File: config.mk
export PLATFORM = sky130hd
export DESIGN_NAME = dsp48a1_mac_ctrl
export DESIGN_NICKNAME = d
export VERILOG_FILES = /design/src/rtl/dsp48a1_mac_ctrl.sv
export SDC_FILE = /design/constraint.sdc
export NUM_CORES = 1
export LEC_CHECK = 0
export CAP_MARGIN = 20
export CORE_UTILIZATION = 25
export DETAILED_ROUTE_END_ITERATION = 16
export PLACE_DENSITY_LB_ADDON = 0.2
export SYNTH_ARGS = -nofsm -noshare
export SYNTH_HDL_FRONTEND = slang
export SYNTH_SLANG_ARGS = --single-unit
export TNS_END_PERCENT = 1
File: constraint.sdc
create_clock -name clk -period 2.34 [get_ports clk]
set_clock_uncertainty 0.2 [all_clocks]
set_input_delay 0.585 -clock clk [delete_from_list [all_inputs] [get_ports clk]]
set_output_delay 0.585 -clock clk [all_outputs]
set_load 0.01 [all_outputs]
File: src/rtl/dsp48a1_mac_ctrl.sv
// Dot-product sequencer for a DSP48A1 slice configured with A1/B1, M, P and
// OPMODE registers. Streams len operand pairs into the slice, lets the
// pipeline drain, then presents the accumulated P as a single-cycle result.
//
// state   | meaning
// --------+--------------------------------------------------------------
// S_IDLE  | waiting for start; len=0 requests are flagged and dropped
// S_ISSUE | accepting operand pairs; slice CE follows in_valid
// S_DRAIN | PIPE_LAT enabled cycles flushing the slice pipeline into P
// S_DONE  | res_valid pulse; result registers hold the captured job
module dsp48a1_mac_ctrl #(
    parameter int width1   = 18,
    parameter int width2   = 48,
    parameter int width3   = 8,
    parameter int PIPE_LAT = 3
) (
    input  logic                     clk,
    input  logic                     rst,
    input  logic                     start,
    input  logic [width3-1:0]        len,
    input  logic                     in_valid,
    output logic                     in_ready,
    input  logic signed [width1-1:0] in_a,
    input  logic signed [width1-1:0] in_b,
    output logic [width1-1:0]        dsp_A,
    output logic [width1-1:0]        dsp_B,
    output logic [width3-1:0]        dsp_OPMODE,
    output logic                     dsp_CE,
    output logic                     dsp_RST,
    input  logic [width2-1:0]        dsp_P,
    input  logic                     dsp_CARRYOUT,
    output logic                     busy,
    output logic                     res_valid,
    output logic [width2-1:0]        res_data,
    output logic                     res_ovf,
    output logic                     err_len0
);

    localparam int DW = (PIPE_LAT > 1) ? $clog2(PIPE_LAT) : 1;

    // X=M, Z=0 starts a fresh sum; X=M, Z=P accumulates.
    localparam logic [width3-1:0] OPM_FIRST = width3'(8'h01);
    localparam logic [width3-1:0] OPM_ACC   = width3'(8'h09);

    typedef enum logic [1:0] {
        S_IDLE,
        S_ISSUE,
        S_DRAIN,
        S_DONE
    } state_t;

    state_t              state_q, state_d;
    logic [width3-1:0]   len_q, len_d;
    logic [width3-1:0]   xfer_cnt_q, xfer_cnt_d;
    logic [DW-1:0]       drain_cnt_q, drain_cnt_d;
    logic [width3-1:0]   opmode_q, opmode_d;
    logic                ovf_acc_q, ovf_acc_d;
    logic [width2-1:0]   res_data_q, res_data_d;
    logic                res_ovf_q, res_ovf_d;
    logic                err_len0_q, err_len0_d;
    logic                ce;
    logic [width3-1:0]   opm_gen;

    // Next-state, counters, carry accumulation and slice enable.
    always_comb begin
        state_d     = state_q;
        len_d       = len_q;
        xfer_cnt_d  = xfer_cnt_q;
        drain_cnt_d = drain_cnt_q;
        ovf_acc_d   = ovf_acc_q;
        res_data_d  = res_data_q;
        res_ovf_d   = res_ovf_q;
        err_len0_d  = 1'b0;
        ce          = 1'b0;
        opm_gen     = OPM_ACC;

        case (state_q)
            S_IDLE: begin
                if (start) begin
                    if (len == '0) begin
                        err_len0_d = 1'b1;
                    end else begin
                        state_d    = S_ISSUE;
                        len_d      = len;
                        xfer_cnt_d = '0;
                        ovf_acc_d  = 1'b0;
                    end
                end
            end
            S_ISSUE: begin
                ce = in_valid;
                if (in_valid) begin
                    opm_gen = (xfer_cnt_q == '0) ? OPM_FIRST : OPM_ACC;
                    // P carries stale data until the first product reaches it.
                    if (xfer_cnt_q >= width3'(PIPE_LAT)) begin
                        ovf_acc_d = ovf_acc_q | dsp_CARRYOUT;
                    end
                    if (xfer_cnt_q == len_q - width3'(1)) begin
                        state_d     = S_DRAIN;
                        xfer_cnt_d  = '0;
                        drain_cnt_d = DW'(PIPE_LAT - 1);
                    end else begin
                        xfer_cnt_d = xfer_cnt_q + width3'(1);
                    end
                end
            end
            S_DRAIN: begin
                ce        = 1'b1;
                ovf_acc_d = ovf_acc_q | dsp_CARRYOUT;
                if (drain_cnt_q == '0) begin
                    state_d    = S_DONE;
                    res_data_d = dsp_P;
                    res_ovf_d  = ovf_acc_q | dsp_CARRYOUT;
                end else begin
                    drain_cnt_d = drain_cnt_q - DW'(1);
                end
            end
            S_DONE: begin
                state_d = S_IDLE;
            end
            default: begin
                state_d = S_IDLE;
            end
        endcase

        // One enabled cycle of delay lines the opmode up with the M stage.
        opmode_d = ce ? opm_gen : opmode_q;
    end

    // State and datapath registers with synchronous reset.
    always_ff @(posedge clk) begin
        if (rst) begin
            state_q     <= S_IDLE;
            len_q       <= '0;
            xfer_cnt_q  <= '0;
            drain_cnt_q <= '0;
            opmode_q    <= '0;
            ovf_acc_q   <= 1'b0;
            res_data_q  <= '0;
            res_ovf_q   <= 1'b0;
            err_len0_q  <= 1'b0;
        end else begin
            state_q     <= state_d;
            len_q       <= len_d;
            xfer_cnt_q  <= xfer_cnt_d;
            drain_cnt_q <= drain_cnt_d;
            opmode_q    <= opmode_d;
            ovf_acc_q   <= ovf_acc_d;
            res_data_q  <= res_data_d;
            res_ovf_q   <= res_ovf_d;
            err_len0_q  <= err_len0_d;
        end
    end

    assign in_ready   = (state_q == S_ISSUE);
    assign busy       = (state_q == S_ISSUE) || (state_q == S_DRAIN);
    assign res_valid  = (state_q == S_DONE);
    assign res_data   = res_data_q;
    assign res_ovf    = res_ovf_q;
    assign err_len0   = err_len0_q;
    assign dsp_A      = in_ready ? in_a : '0;
    assign dsp_B      = in_ready ? in_b : '0;
    assign dsp_OPMODE = opmode_q;
    assign dsp_CE     = ce;
    assign dsp_RST    = rst;

endmodule

After elaboration in Yosys (flattened, before gate mapping)
Index checks and enable logic that the tools add are counted.
{"block": "totals", "reg_bits": 79, "out_inout_bits": 99}
{"block": "classes", "n_eq_ne": 11, "n_mux": 25, "n_addsub": 3, "magnitude_cmp": 1, "bitwise": 4, "n_reduce_logical": 15}
{"op": "$mux 18", "n": 2}
{"op": "$mux 8", "n": 4}
{"op": "$logic_not 8->1", "n": 2}
{"op": "$pmux 8 s2", "n": 1}
{"op": "$mux 2", "n": 6}
{"op": "$mux 4", "n": 3}
{"op": "$ne 2x2->1 const B", "n": 5}
{"op": "$reduce_and 5->1", "n": 2}
{"op": "$add 8x1->8 const B", "n": 1}
{"op": "$eq 8x8->1", "n": 1}
{"op": "$ge 8x2->1 const B", "n": 1}
{"op": "$pmux 2 s4", "n": 1}
{"op": "$reduce_and 4->1", "n": 2}
{"op": "$sub 8x1->8 const B", "n": 1}
{"op": "$mux 1", "n": 5}
{"op": "$eq 2x2->1 const B", "n": 2}
{"op": "$logic_not 2->1", "n": 2}
{"op": "$ne 2x1->1 const B", "n": 2}
{"op": "$pmux 2 s2", "n": 1}
{"op": "$reduce_bool 2->1", "n": 2}
{"op": "$not 1->1", "n": 3}
{"op": "$pmux 1 s3", "n": 1}
{"op": "$reduce_and 3->1", "n": 1}
{"op": "$reduce_bool 3->1", "n": 1}
{"op": "other kinds (7)", "n": 7}

Logic depth before layout (Yosys ltp)
Gate-level depths: netlist (run 1).
{"block": "depth", "word_depth": 5, "ltp_mapped": 8, "mapped_depth_nobuf": 8}

Worst setup path before layout (run 1)
OpenSTA, ideal clock, no wires.
{"block": "synth_path", "kind": "reg2reg", "start": "reg len_q[0]", "end": "reg drain_cnt_q[0]", "t_required_ps": 2023, "period_less_slack_ps": 2397, "path_buffers": 0, "stages_incl_launch_ff": 9, "t_arrival_ps": 2080, "setup_slack_ps": -57, "cell_sequence": "dfxtp_1 inv_1 ha_1 nor2b_1 or3_1 a31o_1 o31ai_4 nand4_2 a32o_1"}
{"block": "synth_via", "elab_chain_cells": 4}
{"item": "from (decl)", "line": "53", "text": "logic [width3-1:0] len_q, len_d;"}
{"item": "from (signal assigned)", "line": "144", "text": "len_q <= len_d;"}
{"item": "$sub 8x1->8", "line": "98", "text": "if (xfer_cnt_q == len_q - width3'(1)) begin"}
{"item": "$eq 8x8->1", "line": "98"}
{"item": "$ne 2x1->1 (no line)"}
{"item": "$reduce_and 4->1 (no line)"}
{"item": "to (signal assigned)", "line": "146", "text": "drain_cnt_q <= drain_cnt_d;"}
{"item": "to (decl)", "line": "55", "text": "logic [DW-1:0] drain_cnt_q, drain_cnt_d;"}
Every way passes these cells.
A chain may end at the register's enable or synchronous reset.

Worst setup path after layout (run 1)
{"block": "layout_path", "start": "reg state_q[1]", "end": "out dsp_A[2]"}
{"block": "layout_via", "elab_chain_cells": 2}
{"item": "from (decl)", "line": "52", "text": "state_t state_q, state_d;"}
{"item": "from (signal assigned)", "line": "143", "text": "state_q <= state_d;"}
{"item": "$eq 2x1->1", "line": "155", "text": "assign in_ready = (state_q == S_ISSUE);"}
{"item": "$mux 18", "line": "161", "text": "assign dsp_A = in_ready ? in_a : '0;"}
{"item": "to (decl)", "line": "25", "text": "output logic [width1-1:0] dsp_A,"}
Every way passes these cells.

==> results of run 1 <==
[placed cells by master, fill, tap and decap left out, types with 2 or more instances in the layout]
cell,Yosys,routed
a211oi_1,5,5
a21oi_1,56,55
a31oi_1,3,3
and2_1,39,38
and3_1,2,2
buf_12,0,3
buf_4,8,24
buf_6,0,2
clkbuf_16,0,9
clkdlybuf4s50_1,0,148
clkinvlp_4,0,3
conb_1,1,6
dfxtp_1,73,71
dfxtp_2,0,2
dlygate4sd2_1,0,34
dlymetal6s2s_1,0,5
ha_1,8,4
ha_4,0,3
inv_1,11,10
mux2i_1,8,8
nand2_1,107,106
nand3_1,10,10
nor2_1,21,21
nor2b_1,4,4
nor3_1,9,9
nor4_2,0,2
o21a_1,3,3
o21ai_0,3,3
or3_1,3,3
xnor2_1,8,8
xor2_1,5,5
[cell type report]
class,instances,area (µm²),area share (%)
sequential,73,1460,24.3
multi-input combinational,326,1890,31.4
clock buffer,10,229,3.81
tap,176,220,3.66
inverter,11,41.3,0.687
clock inverter,5,57.6,0.957
timing repair buffer,218,2110,35.2
[power by group through the flow]
| stage | Sequential [mW] | Clock (mW) | Combinational [mW] |
|---|---|---|---|
| global route | 1.62 | 1.45 | 2.76 |
| detailed placement | 1.61 | 0 | 2.55 |
| CTS | 1.59 | 1.38 | 2.48 |
| finish | 1.59 | 1.34 | 2.52 |
| global placement | 1.61 | 0 | 2.54 |
| floorplan | 1.68 | 0 | 1.20 |
[sequential cells by signal (all words and copies together) (netlist names)]
name	flops
dsp_OPMODE	2
ovf_acc_q	1
state_q	2
err_len0	1
len_q	8
drain_cnt_q	2
res_ovf	1
res_data	48
xfer_cnt_q	8
[per-stage QoR]
step	util, %	total power [mW]
final	44.9	5.46
after global routing	44.9	5.83
after CTS	44.4	5.46
after detailed placement	42.4	4.16
after global placement	42.4	4.14
after floorplan	-	2.88
[cells by family (layout without fill, tap and decap cells)]
| kind of cell | count (synthesis) | after routing | share of synthesized area (%) |
|---|---|---|---|
| AND/OR/NAND/NOR | 206 | 206 | 27.7 |
| AO/OA/AOI/OAI | 84 | 84 | 15.1 |
| XOR/XNOR | 14 | 14 | 3.93 |
| other | 1 | 6 | 0.108 |
| multiplexers | 8 | 8 | 2.31 |
| buffers and inverters | 46 | 244 | 5.91 |
| flip-flops | 73 | 73 | 42.1 |
| adder cells (fa/ha/maj) | 8 | 8 | 2.88 |
[worst register-to-register path: cells and delay by family (launching register included)]
kind,cells,cell delay [ns]
AOI/OAI and AO/OA,3,0.77
adders and majority gates,1,0.20
buffers and inverters,1,0.04
DFF,1,0.32
and+or+nand+nor,3,0.62
[how the worst max path moves through the flow]
stage / to / slack [ns] / cells past startpoint / startpoint
5_1_grt: dsp_A[2] / -0.21 / 5 / state_q[1]
2_1_floorplan: drain_cnt_q[0] / 0.04 / 8 / len_q[1]
4_1_cts: dsp_A[5] / -0.21 / 5 / state_q[1]
6_report: dsp_A[2] / -0.13 / 5 / state_q[1]
3_5_place_dp: xfer_cnt_q[5] / -0.41 / 8 / len[1]
3_3_place_gp: dsp_CE / -0.36 / 4 / in_valid
[layer usage]
layer | vias up | part of all wire [%] | track usage [%]
met1 | 1632 | 40 | 16.9
met3 | 8 | 8.6 | 5.13
met5 | - | 0 | 0
met4 | 0 | 0.96 | 5.16
li1 | 1843 | - | -
met2 | 155 | 50 | 27.9
[repair_timing]
| item | in CTS | in global routing |
|---|---|---|
| setup buffers | 0 | 2 |
| gates resized for setup | 40 | 14 |
| pin swaps | 3 | 3 |
| endpoints found under the setup margin | 41 | 27 |
==> impl_metrics.csv, run 1 <==
group,metric,value,unit
run_status,status,"finished, violations left",
synthesis,synthArstFlopShare,0,%
place,hpwlAfterDp,8220,µm
worst_hold_path,whs_endpoint,"res_data[7]",
sta,worst_slack,-0.129,ns
place,dp_slack,-0.405,ns
clocking,cts_tree,"done",
pwr,pwr-share-comb,46.2,%
finish,drive_gt1_share,9.95,%
worst_setup_path,criticalPathCategory,"flop to output pin",
synthesis,ys.flop_type,"dfxtp_1",
worst_setup_path,crit_family,"buffers and inverters",
clocking,root_buffer,"clkbuf_16",
worst_setup_path,required,1.55,ns
sta,final_max_slew_viol_count,0,
global_routing,overflow,0,
pwr,vdd_ir_drop_max,408,µV
global_routing,grt_start_max_net_pins,72,
sta,hold_viol,0,
floorplan,rows,42,
pwr,p_int,3.56,mW
finish,area_growth,73.1,%
place,placedCellCount,802,
worst_setup_path,crit_path_top_delay_cell,"clkdlybuf4s50_1",
sta,period_share,106,%
worst_setup_path,cp_cell_sequence,"inv_2 -> ha_4 -> buf_6 -> and2_1 -> clkdlybuf4s50_1",
place,place_area,5680,µm²
finish,finalNonFillerCells,819,
place,io_buffers,189,
floorplan,die_w,120,µm
pwr,leakage,2.39,nW
pwr,p_switching,1.89,mW
worst_setup_path,critPathCaptureType,"output pin",
worst_setup_path,path_buf_inv,3,
synthesis,synth.distinct_cells,48,
route,first_iter_violations,223,
global_routing,grt_pass1_vias,3508,
route,firstDrtPassIters,4,
synthesis,synth.most_common_cell,"nand2_1",
global_routing,grt_util_all_layers,15.5,%
sta,fin_crit,2.47,ns
run,cap_violations,0,
worst_setup_path,rr_worst_depth,8,
worst_setup_path,slowest_delay,0.52,ns
synthesis,synth_edf_count,0,
floorplan,chipHeight,120,µm
sta,holdWs,0.254,ns
worst_setup_path,r2r_slack,0.10,ns
clocking,clkTransAtPathRegs,0.06,ns
route,wl_per_cell,13.5,µm
global_routing,grt_antenna_before_repair,0,
floorplan,pin_count,196,
sta,setup-violations-final,1,
synthesis,synthTopCellsByCount,"nand2_1 (107), dfxtp_1 (73), a21oi_1 (56), and2_1 (39), clkbuf_1 (24)",
sta,grt_setup_unrepaired,"true",
synthesis,synth.top_cell.area_share,42.1,%
worst_setup_path,worst_setup_path_start_kind,"flop",
clocking,htree_levels,3,
finish,nNetsFinal,744,
place,gp_congestion,0.790,
worst_hold_path,hp-start,"res_data[7]",
finish,diodes,0,
clocking,hold_buffers,0,
route,drc,0,
finish,finalInstanceArea,6010,µm²
pwr,clockPowerShare,24.6,%
floorplan,start_util,25.9,%
route,drtAntennaViolNets,0,
synthesis,synth.area.top_cells,"dfxtp_1 (42%), nand2_1 (12%), a21oi_1 (8.1%)",
synthesis,syn_inst,440,
synthesis,yosysTopAreaCell,"dfxtp_1",
worst_setup_path,r2r_start,"len_q[0]",
route,vias,3638,
clocking,cts_buffer_depth,2,
worst_hold_path,holdCritPathClass,"flop to flop",
pwr,powerDensity,908,nW/µm²
clocking,clock_latency,0.33,ns
worst_hold_path,hold_depth,2,
global_routing,grt_first_pass_wirelength,17500,µm
route,drt-total-wl,11000,µm
synthesis,ys_seq_elements,73,
run_status,violations,"setup timing",
worst_setup_path,cp_data_arrival_time,1.68,ns
finish,nFillCells,1329,
worst_setup_path,cp_max_fo,18,
synthesis,yosys_warnings,0,
synthesis,seq_area_frac_synth,42.1,%
route,viasPerCell,4.44,
floorplan,die-area,14400,µm²
synthesis,synth_area,3470,µm²
synthesis,avgSynthCellArea,7.89,µm²
pwr,pwr-share-seq,29.2,%
sta,finalSetupTns,-0.129,ns
worst_setup_path,regToRegEndpoint,"drain_cnt_q[0]",
clocking,cts.sinks,73,
clocking,cts-buffers-inserted,9,
pwr,power.share.switching,34.7,%
floorplan,core,13400,µm²
sta,fmax,405,MHz
(Power assumes the default switching activity.)
==> inputs of run 2 (changes only) <==
--- a/config.mk
+++ b/config.mk
@@ -6,9 +6,11 @@
 export NUM_CORES = 1
 export LEC_CHECK = 0
 export CAP_MARGIN = 20
+export CORE_MARGIN = 8
 export CORE_UTILIZATION = 25
 export DETAILED_ROUTE_END_ITERATION = 16
 export PLACE_DENSITY_LB_ADDON = 0.2
+export RECOVER_POWER = 50
 export SYNTH_ARGS = -nofsm -noshare
 export SYNTH_HDL_FRONTEND = slang
 export SYNTH_SLANG_ARGS = --single-unit
==> run 2 against run 1 <==
The run now ends clean. Critical endpoint is now xfer_cnt_q[5]. Critical path type is now input port to flop. Clock power rose by 17%. Count of clock-buffer cells in the layout rose by 1. Non-clock buffer count rose by 3. First-iteration DRC count fell by 31%. Highest routed layer unchanged. Total power rose by 3.4%. Sequential power barely moved.
==> impl_metrics.csv, run 2 (synthesized netlist as in run 1, its figures left out) <==
group,metric,value,unit
run_status,status,"completed",
clocking,cts_buffer_depth,2,
pwr,power,5.64,mW
place,dp_slack,-0.356,ns
global_routing,grt_util_all_layers,13.8,%
place,gp_congestion,0.851,
route,first_iter_violations,153,
place,hpwlAfterDp,9810,µm
place,io_buffers,189,
pwr,powerDensity,936,nW/µm²
worst_setup_path,worst_setup_path_start_kind,"input port",
clocking,root_buffer,"clkbuf_16",
worst_hold_path,holdCritPathClass,"flop to flop",
floorplan,start_util,25.3,%
worst_hold_path,hold_depth,2,
finish,area_growth,73.6,%
worst_setup_path,critPathCaptureType,"flop",
sta,grt_setup_unrepaired,"true",
pwr,leakage,2.40,nW
floorplan,rows,43,
clocking,post-cts-setup-buffers,0,
sta,hold_viol,0,
route,firstDrtPassIters,4,
floorplan,pin_count,196,
finish,final_common_cell,"clkdlybuf4s50_1",
clocking,clock_latency,0.33,ns
clocking,cts_tree,"done",
clocking,htree_levels,3,
route,vias,3692,
sta,relSlewSlack,35.6,%
route,viasPerCell,4.48,
global_routing,grt_antenna_before_repair,0,
finish,utilization,43.9,%
sta,worstMarginPinSlew,0.966,ns
global_routing,grt_first_pass_wirelength,19800,µm
pwr,vdd_ir_drop_max,351,µV
route,wl_per_cell,15.5,µm
global_routing,grt_pass1_vias,3632,
sta,setup-violations-final,0,
finish,drive_gt1_share,10.9,%
clocking,cts.sinks,73,
finish,final_cell_mix,"clkdlybuf4s50_1 (144), nand2_1 (106), dfxtp_1 (70)",
finish,diodes,0,
sta,fmax,437,MHz
route,drtAntennaViolNets,0,
finish,seq_area,1470,µm²
clocking,clkTransAtPathRegs,0.06,ns
clocking,cts-buffers-inserted,9,
floorplan,chipHeight,134,µm
route,drc,0,
worst_setup_path,rr_worst_depth,8,
sta,holdWs,0.250,ns
floorplan,die-area,17900,µm²
finish,nFillCells,1353,
sta,worst_slack,0.0508,ns
worst_setup_path,criticalPathCategory,"input port to flop",
sta,period_share,97.8,%
worst_setup_path,cp_max_fo,4,
global_routing,overflow,0,
global_routing,grt_start_max_net_pins,72,
run,cap_violations,0,
finish,finalInstanceArea,6030,µm²
sta,final_max_slew_viol_count,0,
finish,multi_input_area,1870,µm²
worst_setup_path,required,2.38,ns
finish,nNetsFinal,747,
sta,fin_crit,2.29,ns
route,drt-total-wl,12800,µm
floorplan,core,13700,µm²
finish,largest_register_ffs,48,
worst_setup_path,cp_data_arrival_time,2.33,ns
floorplan,die_w,134,µm
place,place_area,5720,µm²
run 2: cell count changes in the layout (fill, tap and decap cells not counted), sizes merged:
cell and change:
dlygate4sd2 -2, clkdlybuf4s15 +1, clkdlybuf4s50 -4, clkinv -1, buf +3, bufinv +2
clkinvlp -3, clkbuf +6
run 2: metrics by stage:
step | cells | setup TNS, ns
2_1_floorplan | 445 | 0
3_3_place_gp | 810 | -8.50
3_5_place_dp | 810 | -8.54
4_1_cts | 825 | -0.169
5_1_grt | 825 | -0.431
6_report | 825 | 0
run 2: routing by layer:
metal	GRT usage, %	vias to the layer above	wire [µm]
met4	5.36	0	176
met3	5.05	12	1230
met1	15.3	1660	5170
met5	0	-	0
met2	23.6	164	6180
li1	-	1856	-
run 2: worst max-delay path: stages:
cell	delay, ns
clkdlybuf4s50_1	0.51
nor4_2	0.08
a21bo_2	0.25
a21o_1	0.19
or3_1	0.39
xor2_1	0.15
a211oi_1	0.18
run 2: final timing paths:
check / start / to / slack, ns
setup / recovery: len[6] / xfer_cnt_q[5] / 0.05
hold / removal: res_data[41] / res_data[41] / 0.25
setup reg to reg: len_q[0] / drain_cnt_q[0] / 0.09
hold reg to reg: res_data[41] / res_data[41] / 0.25
run 2: area by class of cell:
cell class	count	area share, %
clock inverter	3	1.49
inverter	11	0.685
sequential	73	24.3
tap	180	3.74
timing repair buffer	221	34.8
multi-input combinational	326	31.0
clock buffer	11	4.03
run 2: what timing repair did:
item                                   in CTS  in global routing
pin swaps                                   1                  3
cloned                                      1                  0
setup endpoints to repair                  41                 19
hold buffers                                0                  0
resized for setup                          57                 15
endpoints found under the hold margin       0                  0
run 2: power breakdown:
| group | internal (mW) | switching [mW] |
|---|---|---|
| registers | 1.46 | 0.132 |
| clock network | 1.06 | 0.506 |
| logic | 1.24 | 1.24 |
